File: config.mk
export PLATFORM = sky130hd
export DESIGN_NAME = mux2_stream_arbiter
export DESIGN_NICKNAME = d
export VERILOG_FILES = /design/src/rtl/mux2_arb_pkg.sv /design/src/rtl/mux2_stream_arbiter_mux2.sv /design/src/rtl/mux2_stream_arbiter.sv
export SDC_FILE = /design/constraint.sdc
export NUM_CORES = 1
export LEC_CHECK = 0
export CORE_UTILIZATION = 40
export CTS_BUF_LIST = sky130_fd_sc_hd__clkbuf_8
export CTS_CLUSTER_SIZE = 28
export DETAILED_ROUTE_END_ITERATION = 6
export PLACE_DENSITY = 0.79
export SKIP_LAST_GASP = 1
export SLEW_MARGIN = 20
export SYNTH_ARGS = -nofsm -noshare
export SYNTH_HDL_FRONTEND = slang
export SYNTH_SLANG_ARGS = --single-unit
File: constraint.sdc
create_clock -name clk -period 4.73 [get_ports clk]
set_input_delay 0.7095 -clock clk [delete_from_list [all_inputs] [get_ports clk]]
set_output_delay 0.7095 -clock clk [all_outputs]
set_load 0.01 [all_outputs]
File: src/rtl/mux2_arb_pkg.sv
// Shared types and constants for the two-requester stream arbiter.
package mux2_arb_pkg;

    typedef enum logic [1:0] {
        ST_IDLE = 2'd0,
        ST_GNT0 = 2'd1,
        ST_GNT1 = 2'd2
    } arb_state_e;

    localparam logic SEL_I0 = 1'b0;
    localparam logic SEL_I1 = 1'b1;

endpackage

File: src/rtl/mux2_stream_arbiter_mux2.sv
// Plain 2:1 mux; instantiated once per bit group of the shared stream path.
module mux2_stream_arbiter_mux2 #(
    parameter int W = 1
) (
    input  logic [W-1:0] a,
    input  logic [W-1:0] b,
    input  logic         s,
    output logic [W-1:0] y
);

    assign y = s ? b : a;

endmodule

File: src/rtl/mux2_stream_arbiter.sv
// Round-robin packet arbiter sharing one 2:1 mux between two valid/ready streams.
//
// state    | meaning
// ST_IDLE  | no grant; arbitrate on the next edge, ready held low
// ST_GNT0  | i0 owns the mux until last or the beat limit
// ST_GNT1  | i1 owns the mux until last or the beat limit
module mux2_stream_arbiter
    import mux2_arb_pkg::*;
#(
    parameter int DW        = 8,
    parameter int MAX_BEATS = 16,
    parameter int CW        = 16
) (
    input  logic          clk,
    input  logic          rst_n,
    input  logic          i0_valid,
    input  logic [DW-1:0] i0_data,
    input  logic          i0_last,
    output logic          i0_ready,
    input  logic          i1_valid,
    input  logic [DW-1:0] i1_data,
    input  logic          i1_last,
    output logic          i1_ready,
    output logic          y_valid,
    output logic [DW-1:0] y_data,
    output logic          y_last,
    input  logic          y_ready,
    output logic          sel,
    output logic          busy
);

    localparam bit            LIMITED  = (MAX_BEATS != 0);
    localparam logic [CW-1:0] LAST_CNT = LIMITED ? CW'(MAX_BEATS - 1) : '0;

    arb_state_e    state_q, state_d;
    logic          rr_ptr_q, rr_ptr_d;
    logic [CW-1:0] beat_cnt_q, beat_cnt_d;
    logic          sel_q, sel_d;
    logic          busy_q, busy_d;

    logic          cur_valid;
    logic          xfer;
    logic          hit_limit;
    logic          release_gnt;

    mux2_stream_arbiter_mux2 #(.W(DW)) u_data_mux (
        .a (i0_data),
        .b (i1_data),
        .s (sel_q),
        .y (y_data)
    );

    mux2_stream_arbiter_mux2 #(.W(1)) u_last_mux (
        .a (i0_last),
        .b (i1_last),
        .s (sel_q),
        .y (y_last)
    );

    mux2_stream_arbiter_mux2 #(.W(1)) u_valid_mux (
        .a (i0_valid),
        .b (i1_valid),
        .s (sel_q),
        .y (cur_valid)
    );

    assign y_valid  = busy_q & cur_valid;
    assign i0_ready = (state_q == ST_GNT0) & y_ready;
    assign i1_ready = (state_q == ST_GNT1) & y_ready;
    assign sel      = sel_q;
    assign busy     = busy_q;

    always_comb begin
        state_d     = state_q;
        rr_ptr_d    = rr_ptr_q;
        beat_cnt_d  = beat_cnt_q;
        sel_d       = sel_q;
        busy_d      = busy_q;
        xfer        = y_valid & y_ready;
        hit_limit   = LIMITED && (beat_cnt_q == LAST_CNT);
        release_gnt = xfer & (y_last | hit_limit);

        case (state_q)
            ST_IDLE: begin
                if (i0_valid && (!i1_valid || rr_ptr_q == SEL_I0)) begin
                    state_d = ST_GNT0;
                    sel_d   = SEL_I0;
                    busy_d  = 1'b1;
                end else if (i1_valid) begin
                    state_d = ST_GNT1;
                    sel_d   = SEL_I1;
                    busy_d  = 1'b1;
                end
            end
            ST_GNT0, ST_GNT1: begin
                // Releasing always passes through IDLE, so the other side gets a turn.
                if (release_gnt) begin
                    state_d    = ST_IDLE;
                    busy_d     = 1'b0;
                    beat_cnt_d = '0;
                    rr_ptr_d   = ~sel_q;
                end else if (xfer) begin
                    beat_cnt_d = beat_cnt_q + CW'(1);
                end
            end
            default: begin
                state_d    = ST_IDLE;
                busy_d     = 1'b0;
                beat_cnt_d = '0;
            end
        endcase
    end

    always_ff @(posedge clk or negedge rst_n) begin
        if (!rst_n) begin
            state_q    <= ST_IDLE;
            rr_ptr_q   <= SEL_I0;
            beat_cnt_q <= '0;
            sel_q      <= SEL_I0;
            busy_q     <= 1'b0;
        end else begin
            state_q    <= state_d;
            rr_ptr_q   <= rr_ptr_d;
            beat_cnt_q <= beat_cnt_d;
            sel_q      <= sel_d;
            busy_q     <= busy_d;
        end
    end

endmodule

### After elaboration in Yosys (flattened, before gate mapping)

Cells that the tools add are included.

| storage, ports and cells | value |
|---|---|
| register bits | 21 |
| input bits | 23 |
| output and inout port bits | 14 |
| logic and storage cells | 46 |

| operators by class | value |
|---|---|
| $add $sub $neg | 1 |
| equal/unequal tests | 6 |
| muxes and demuxes | 15 |
| bitwise operators | 9 |
| reduce and logical (&&, ||, !) cells | 10 |

Operators with widths:

| cell | count |
|---|---|
| 16-bit two-way mux | 2 |
| 16-bit one-hot mux with 2 select lines | 1 |
| 16-bit by 1-bit adder with 16-bit output (second input constant) | 1 |
| 16-bit by 4-bit equality test with 1-bit output (second input constant) | 1 |
| 8-bit two-way mux | 1 |
| 2-bit AND reduction | 4 |
| 1-bit two-way mux | 6 |
| 2-bit two-way mux | 3 |
| 3-bit != test (second input constant) | 2 |
| 1-bit AND | 5 |
| 2-bit one-hot mux with 2 select lines | 1 |
| 1-bit inverter | 3 |
| 2-bit by 1-bit equality test with 1-bit output (second input constant) | 1 |
| 2-bit equality test (second input constant) | 1 |
| 2-bit zero test | 1 |
| 2-bit != test (second input constant) | 1 |
| 1-bit one-hot mux with 2 select lines | 1 |
| 2-bit nonzero test | 1 |
| 2-bit OR reduction | 1 |
| 1-bit logical AND | 1 |
| 1-bit zero test | 1 |
| 1-bit logical OR | 1 |
| 1-bit OR | 1 |

### Depth between registers and ports, before layout

| depth | value |
|---|---|
| depth in word-level cells | 6 |
| gate-level depth with buffers | 7 |
| depth with buffers taken out | 6 |

### Cells and area by module

From an unflattened synthesis, not the netlist that was laid out.

| second synthesis, totals | value |
|---|---|
| cells, all modules | 151 |
| area total of the unflattened synthesis | 1422.6 µm² |

Modules (own cells, without submodules):

| module | instances | cells an instance | area an instance (µm²) | sequential area each (µm²) |
|---|---|---|---|---|
| mux2_stream_arbiter | 1 | 140 | 1261.2 | 525.5 |
| mux2_stream_arbiter_mux2 (u_data_mux) | 1 | 9 | 131.4 | 0.0 |
| mux2_stream_arbiter_mux2 (u_last_mux ...) | 2 | 1 | 15.0 | 0.0 |

### Worst setup path before layout

Ideal clock, no wire load.

| path | value |
|---|---|
| kind | input to register |
| from | input port i1_last |
| to | register beat_cnt_q[11] |
| setup time | 82 ps |
| arrival time | 1823 ps |
| required time | 4648 ps |
| path slack | 2825 ps |
| cell stages on the path | 6 |
| path buffers | 1 |
| cells stage by stage | mux2i_1 inv_2 nor4_4 buf_4 a31oi_1 a31oi_1 |

| on the way | value |
|---|---|
| cells in the longest elaborated chain, start to end | 5 |
| elaborated cells between the ends (all ways) | 7 |
| classes of those cells | 1 x eq/ne; 3 x mux; 2 x bitwise; 1 x reduce/logical |

RTL lines:

| what | RTL line | text |
|---|---|---|
| start: declaration | mux2_stream_arbiter.sv:22 | `input logic i1_last,` |
| 1-bit two-way mux * | mux2_stream_arbiter_mux2.sv:11 | `assign y = s ? b : a;` |
| net y_last | mux2_stream_arbiter.sv:26 | `output logic y_last,` |
| 1-bit OR * | mux2_stream_arbiter.sv:81 | `release_gnt = xfer & (y_last \| hit_limit);` |
| 1-bit AND * | mux2_stream_arbiter.sv:81 |  |
| 16-bit two-way mux / 3-bit != test (equally long branches) | n/a |  |
| 16-bit one-hot mux with 2 select lines / 2-bit AND reduction (equally long branches) | n/a |  |
| end signal: assignment | mux2_stream_arbiter.sv:124 | `beat_cnt_q <= beat_cnt_d;` |
| end: declaration | mux2_stream_arbiter.sv:37 | `logic [CW-1:0] beat_cnt_q, beat_cnt_d;` |

The timed path passes the listed nets; every way through them passes the cells marked *.
A chain may end at the register's enable or synchronous reset.

### Worst setup path after layout

| path | value |
|---|---|
| from | input port i1_valid |
| to | output port y_valid |

| on the way | value |
|---|---|
| cells in the longest elaborated chain, start to end | 2 |

RTL lines:

| what | RTL line | text |
|---|---|---|
| start: declaration | mux2_stream_arbiter.sv:20 | `input logic i1_valid,` |
| 1-bit two-way mux | mux2_stream_arbiter_mux2.sv:11 |  |
| 1-bit AND | mux2_stream_arbiter.sv:67 | `assign y_valid = busy_q & cur_valid;` |
| end: declaration | mux2_stream_arbiter.sv:24 | `output logic y_valid,` |

No other way between the ends.

==> summary.txt <==
Worst setup path
  • Crit path max fanout: 6
  • Worst EP required: 4020 ps
  • CP delay by family, top: buffers and inverters
  • R2R cell count: 5
  • Setup Crit Path Kind: input port to output port
  • CP Buf/Inv Count: 2
  • Crit path capture type: output port
  • Worst EP arrival: 2210 ps
  • Critical R2R Launch: sel
  • Crit-path most repeated cell: clkdlybuf4s50_1
  • Critical-path top delay cell: clkdlybuf4s50_1
  • Reg2reg setup slack: 2340 ps
  • Ordered list of cells on the worst path: clkdlybuf4s50_1 -> mux2i_2 -> nor2_1 -> clkdlybuf4s50_1
  • CP peak stage delay: 510 ps
  • R2r endpoint: beat_cnt_q[14]
  • CP startpoint kind: input port
  • Crit. Startpoint: i1_valid

Power and ir drop
  • Pwr Density: 417 nW/um^2
  • VDD IR-drop max: 0.236 mV
  • Switching Share: 41.1%
  • Power share of the clock group: 15.2%
  • Leak: 0.737 nW
  • Gate power share: 54.4%
  • Switch Pwr: 0.000321 W
  • Pint: 0.000461 W
  • Reg power frac: 30.4%

Die
  • Area of the core: 3420 um^2
  • IO Pins: 37
  • Row count: 21
  • Die Span Y: 62.2 um
  • Die area: 3870 um^2
  • Die width: 62.2 um
  • Initial Util: 42.4%

Synthesis
  • Sequential cell area fraction in the yosys report: 36.3%
  • Post-synth ARST share: 100%
  • Net Count, Synth: 185
  • EDFF count, synth: 0
  • Synth warn: 0
  • Unique masters post-synth: 46
  • Top FF cell, synth: dfrtp_1
  • Avg Synthesized Cell Area: 9.17 um^2
  • Synthesized area: 1450 um^2
  • Yosys reg bits: 21
  • Post-synthesis cell count: 158

GRT
  • Vias in the first global route: 1256
  • Initial antenna violation count: 0
  • Total grt overflow: 0
  • First-pass GRT wire length: 6.04 mm
  • Largest net degree at the start of global routing: 28
  • Global Route Usage Sum: 19.2%

Placement
  • RePlAce Congestion: 0.798
  • Placement Cell Area: 1840 um^2
  • DPL Wire Length: 2.57 mm
  • IO Port Bufs: 36

STA
  • Final min period: 2920 ps
  • Fmax: 342 MHz
  • Hold Slack: 401 ps
  • RSZ-0062 raised after global routing: no
  • Max-slew violations: 0
  • Setup violators final: 0
  • Setup_tns: 0 ps
  • Slew @ Worst Pin: 798 ps
  • Worst slew margin: 46.4%
  • Hold Fails Final Rpt: 0
  • Clock Skew: 3.43 ps
  • Final Cycle Share: 61.8%

Cells and area
  • Multi-input gate area: 855 um^2
  • Design area: 1880 um^2
  • Area Overhead vs Synth: 29.4%
  • Commonest non-fill, non-tap cell in the layout: clkdlybuf4s50_1
  • Layout cells sized above 1: 10.9%
  • Nets: 220
  • Diodes inserted: 0
  • Final-layout fill cell count: 324
  • Reg area: 526 um^2
  • Most frequent cells in the layout: 35 x clkdlybuf4s50_1, 22 x a31oi_1, 21 x dfrtp_1

CTS
  • H-tree lvl count: 1
  • Clock slew at reported path FFs: 80 ps
  • CTS Hold Bufs: 0
  • Post-CTS Resized: 0
  • Post-CTS setup buffers: 0
  • Clk buf depth: 2
  • TritonCTS sink count: 21
  • Worst skew pair latency: 260 ps
  • Root buf cell: clkbuf_8
  • CTS Buf Count: 3
  • CTS tree: done

Drt
  • DR pass1 iterations: 4
  • Iter 0 DRT Violations: 106
  • DRC Markers: 0
  • Final WL: 3.60 mm
  • WL/cell: 15.1 um
  • Post-detailed-route via-to-cell ratio: 5.77
  • DRT antenna net count: 0
  • Via count: 1374

Hold path
  • Type of the most critical hold path: input port to async pin

Status
  • Outcome: finished clean

Job
  • Max Cap Viol: 0
[state kept, by name (all words and copies together), names as in the netlist]
| name | count |
|---|---|
| sel | 1 |
| busy | 1 |
| rr_ptr_q | 1 |
| state_q | 2 |
| beat_cnt_q | 16 |
[worst max-delay path by stage]
stage	cells past startpoint	to	slack, ps
floorplan	6	beat_cnt_q[11]	2820
global placement	4	y_valid	1870
detailed placement	4	y_valid	1810
CTS	4	y_valid	1820
global route	4	y_valid	1740
finish	4	y_valid	1810
[Yosys cell counts (3+ instances only)]
cell | n | area, um^2
nor4_1 | 7 | 43.8
mux2_2 | 8 | 90.1
a21oi_1 | 7 | 35.0
inv_1 | 7 | 26.3
nand2_1 | 11 | 41.3
nand3b_1 | 12 | 90.1
o211ai_1 | 3 | 22.5
and2_1 | 3 | 18.8
nand4_1 | 3 | 18.8
nand3_1 | 6 | 30.0
ha_1 | 4 | 50.1
nor3_1 | 4 | 20.0
dfrtp_1 | 21 | 526
nor2_1 | 3 | 11.3
a31oi_1 | 22 | 138
[cell families after synthesis]
family	count (synthesis)	synth area share [%]
buffers and inverters	15	4.75
AOI/OAI and AO/OA	45	20.2
DFF	21	36.3
adders and majority gates	4	3.45
muxes	11	8.55
and+or+nand+nor	62	26.8
[final cells by class]
type                            count  area share (%)
Tap cell                           46            3.07
Clock buffer                        3            2.20
Timing Repair Buffer               37            19.3
Multi-Input combinational cell    122            45.6
Clock inverter                      1           0.200
Inverter                            8            1.60
Sequential cell                    21            28.0
[through the flow]
stage	total power [W]	setup WS (ps)	util (%)	cells
floorplan	0.000512	2820	-	158
global placement	0.000658	1870	53.7	234
detailed placement	0.000664	1810	53.7	234
CTS	0.000783	1820	55.1	238
global route	0.000835	1740	54.9	238
finish	0.000782	1810	54.9	238
[power groups by stage]
stage / sequential [W] / combinational [W] / clock [W]
final: 0.000238 / 0.000425 / 0.000119
after global placement: 0.000242 / 0.000416 / 0
after CTS: 0.000239 / 0.000425 / 0.000119
after global routing: 0.000243 / 0.000466 / 0.000126
after floorplan: 0.000229 / 0.000283 / 0
after detailed placement: 0.000241 / 0.000423 / 0
[routing by layer]
| metal | track usage (%) | wire length, um | vias up |
|---|---|---|---|
| li1 | - | - | 686 |
| met5 | 0 | 0 | - |
| met2 | 29.7 | 1680 | 36 |
| met1 | 27.4 | 1790 | 649 |
| met4 | 6.40 | 22 | 0 |
| met3 | 2.94 | 114 | 3 |
No activity file was read; power rests on OpenSTA's default activity.
==> RTL edit, RTL diff (config.mk and constraints unchanged) <==
The 3 states of `arb_state_e` get a one-hot encoding in 3 bits.
--- a/src/rtl/mux2_arb_pkg.sv
+++ b/src/rtl/mux2_arb_pkg.sv
@@ -3,6 +3,6 @@
 
-    typedef enum logic [1:0] {
-        ST_IDLE = 2'd0,
-        ST_GNT0 = 2'd1,
-        ST_GNT1 = 2'd2
+    typedef enum logic [2:0] {
+        ST_IDLE = 3'b001,
+        ST_GNT0 = 3'b010,
+        ST_GNT1 = 3'b100
     } arb_state_e;
Behaviour: no difference found for any inputs over 10 cycles, from zero or initial values and one cycle with rst_n low; not proved beyond that.
==> RTL edit against the original RTL <==
  * Count of clock-buffer cells in the layout stayed put
  * Cell count is 2.5% higher
  * Combinational power shrank 1%
  * Area after synthesis grew 6.4%
  * Die area grew 6.2%
  * Hold slack better by 97 ps
  * Power increased by 3.5%
  * Critical path type unchanged
  * Routed wire length fell by 1.8%
  * Setup slack better by 130 ps
  * Cell area increased by 5.2%
  * Sequential cell count increased by 1
  * Synthesized cell count grew 1.3%
==> RTL edit: results (changes against the original RTL) <==
Peak supply drop - 0.000150 V (was 0.000236 V)
Critical Path AT - 2080 ps (was 2210 ps)
R2R Path Start - sel (unchanged)
crit path from - i0_valid (was i1_valid)
final net count - 221 (was 220)
largest net degree at the start of global routing - 23 (was 28)
Worst R2R End - beat_cnt_q[14] (unchanged)
Routability Congestion - 0.887 (was 0.798)
Top Registers - beat_cnt_q: 16 flops, state_q: 3 flops (was beat_cnt_q: 16 flops, state_q: 2 flops)
CP max stage delay - 470 ps (was 510 ps)
top cells by area, synth - dfrtp_1 34%, mux2_2 6.6%, nand2_1 4.9% (was dfrtp_1 36%, a31oi_1 9.5%, mux2_2 6.2%)
inverter count - 4 (was 8)
Yosys warnings - 0 (unchanged)
top layer reached by signal wires - met4 (unchanged)
worst hold path type - flop to flop (was input pin to async pin)
Int Power - 472 uW (was 461 uW)
Filler Cells Inserted - 350 (was 324)
R2R Setup Slk - 2550 ps (was 2340 ps)
buffer share of cell area - 0.183 (was 0.193)
global routing usage on met2 - 0.327 (was 0.297)
routed vias - 1363 (was 1374)
Seq/Total Area, Yosys - 0.358 (was 0.363)
Period minus WS final - 2790 ps (was 2920 ps)
Avg Inst Size Synth - 9.63 sq um (was 9.17 sq um)
met2 wire length - 1840 microns (was 1680 microns)
multi-input combinational area share - 0.477 (was 0.456)
share of layout cells above drive strength 1 - 0.173 (was 0.109)
Min Hold Slack - 498 ps (was 401 ps)
met1 Use GR - 0.239 (was 0.274)
Post-Place Cells - 240 (was 234)
count of different cell masters after synthesis - 54 (was 46)
Fin Clk Skew - 6.81 ps (was 3.43 ps)
sequential portion of the cell area - 0.280 (about the same)
drt first-iter violations - 108 (was 106)
Non-clock buffers - 36 (was 37)
most frequent cells after synthesis - 21 x dfrtp_1, 20 x nand2_1, 13 x o21ai_1, 10 x nor2_1, 9 x mux2_2 (was 22 x a31oi_1, 21 x dfrtp_1, 12 x nand3b_1, 11 x nand2_1, 8 x mux2_2)
mean routed wirelength per cell - 14.5 microns (was 15.1 microns)
number of global-route vias before repair - 1302 (was 1256)
Leak Pwr - 0.000721 uW (was 0.000737 uW)
clk tree area frac - 0.0228 (was 0.0240)
FF-to-FF path depth - 4 (was 5)
routed length on met3 - 82 microns (was 114 microns)
worst-margin pin slew - 969 ps (was 798 ps)
Cell Area, Placed - 0.00193 sq mm (was 0.00184 sq mm)
Mapped Nets - 184 (was 185)
Sequential Area - 552 sq um (was 526 sq um)
CP top delay family - buffers and inverters (unchanged)
Total Routing Usage GR - 0.187 (was 0.192)
CTS sink cnt - 22 (was 21)
M3 GR Usage - 0.0143 (was 0.0294)
DP Wirelength - 2700 microns (was 2570 microns)
first-pass GRT wire length - 6110 microns (was 6040 microns)
peak fanout along the critical path - 3 (was 6)
met1 wire length - 1580 microns (was 1790 microns)
worst slack, placed - 1940 ps (was 1810 ps)
status - complete, no violations (unchanged)
#MultiIn Comb - 130 (was 122)
Post-Route WL - 3540 microns (was 3600 microns)
-- RTL edit: kinds of logic (layout without fill, tap and decap cells) --
| logic type | Yosys count | in the layout | synth area share |
|---|---|---|---|
| AOI/OAI and AO/OA | 42 | 42 | 0.214 |
| muxes | 10 | 10 | 0.0755 |
| DFF | 22 | 22 | 0.358 |
| adders and majority gates | 1 | 1 | 0.00812 |
| buffers and inverters | 8 | 44 | 0.0317 |
| xor gates and xnor gates | 4 | 4 | 0.0227 |
| and+or+nand+nor | 73 | 73 | 0.290 |
-- RTL edit: power groups by stage --
stage / Combinational (uW) / Sequential, uW / Clock [uW]
after detailed placement: 421 / 276 / 0
final: 419 / 273 / 117
after floorplan: 310 / 259 / 0
after CTS: 423 / 272 / 120
after global routing: 459 / 278 / 128
after global placement: 420 / 275 / 0
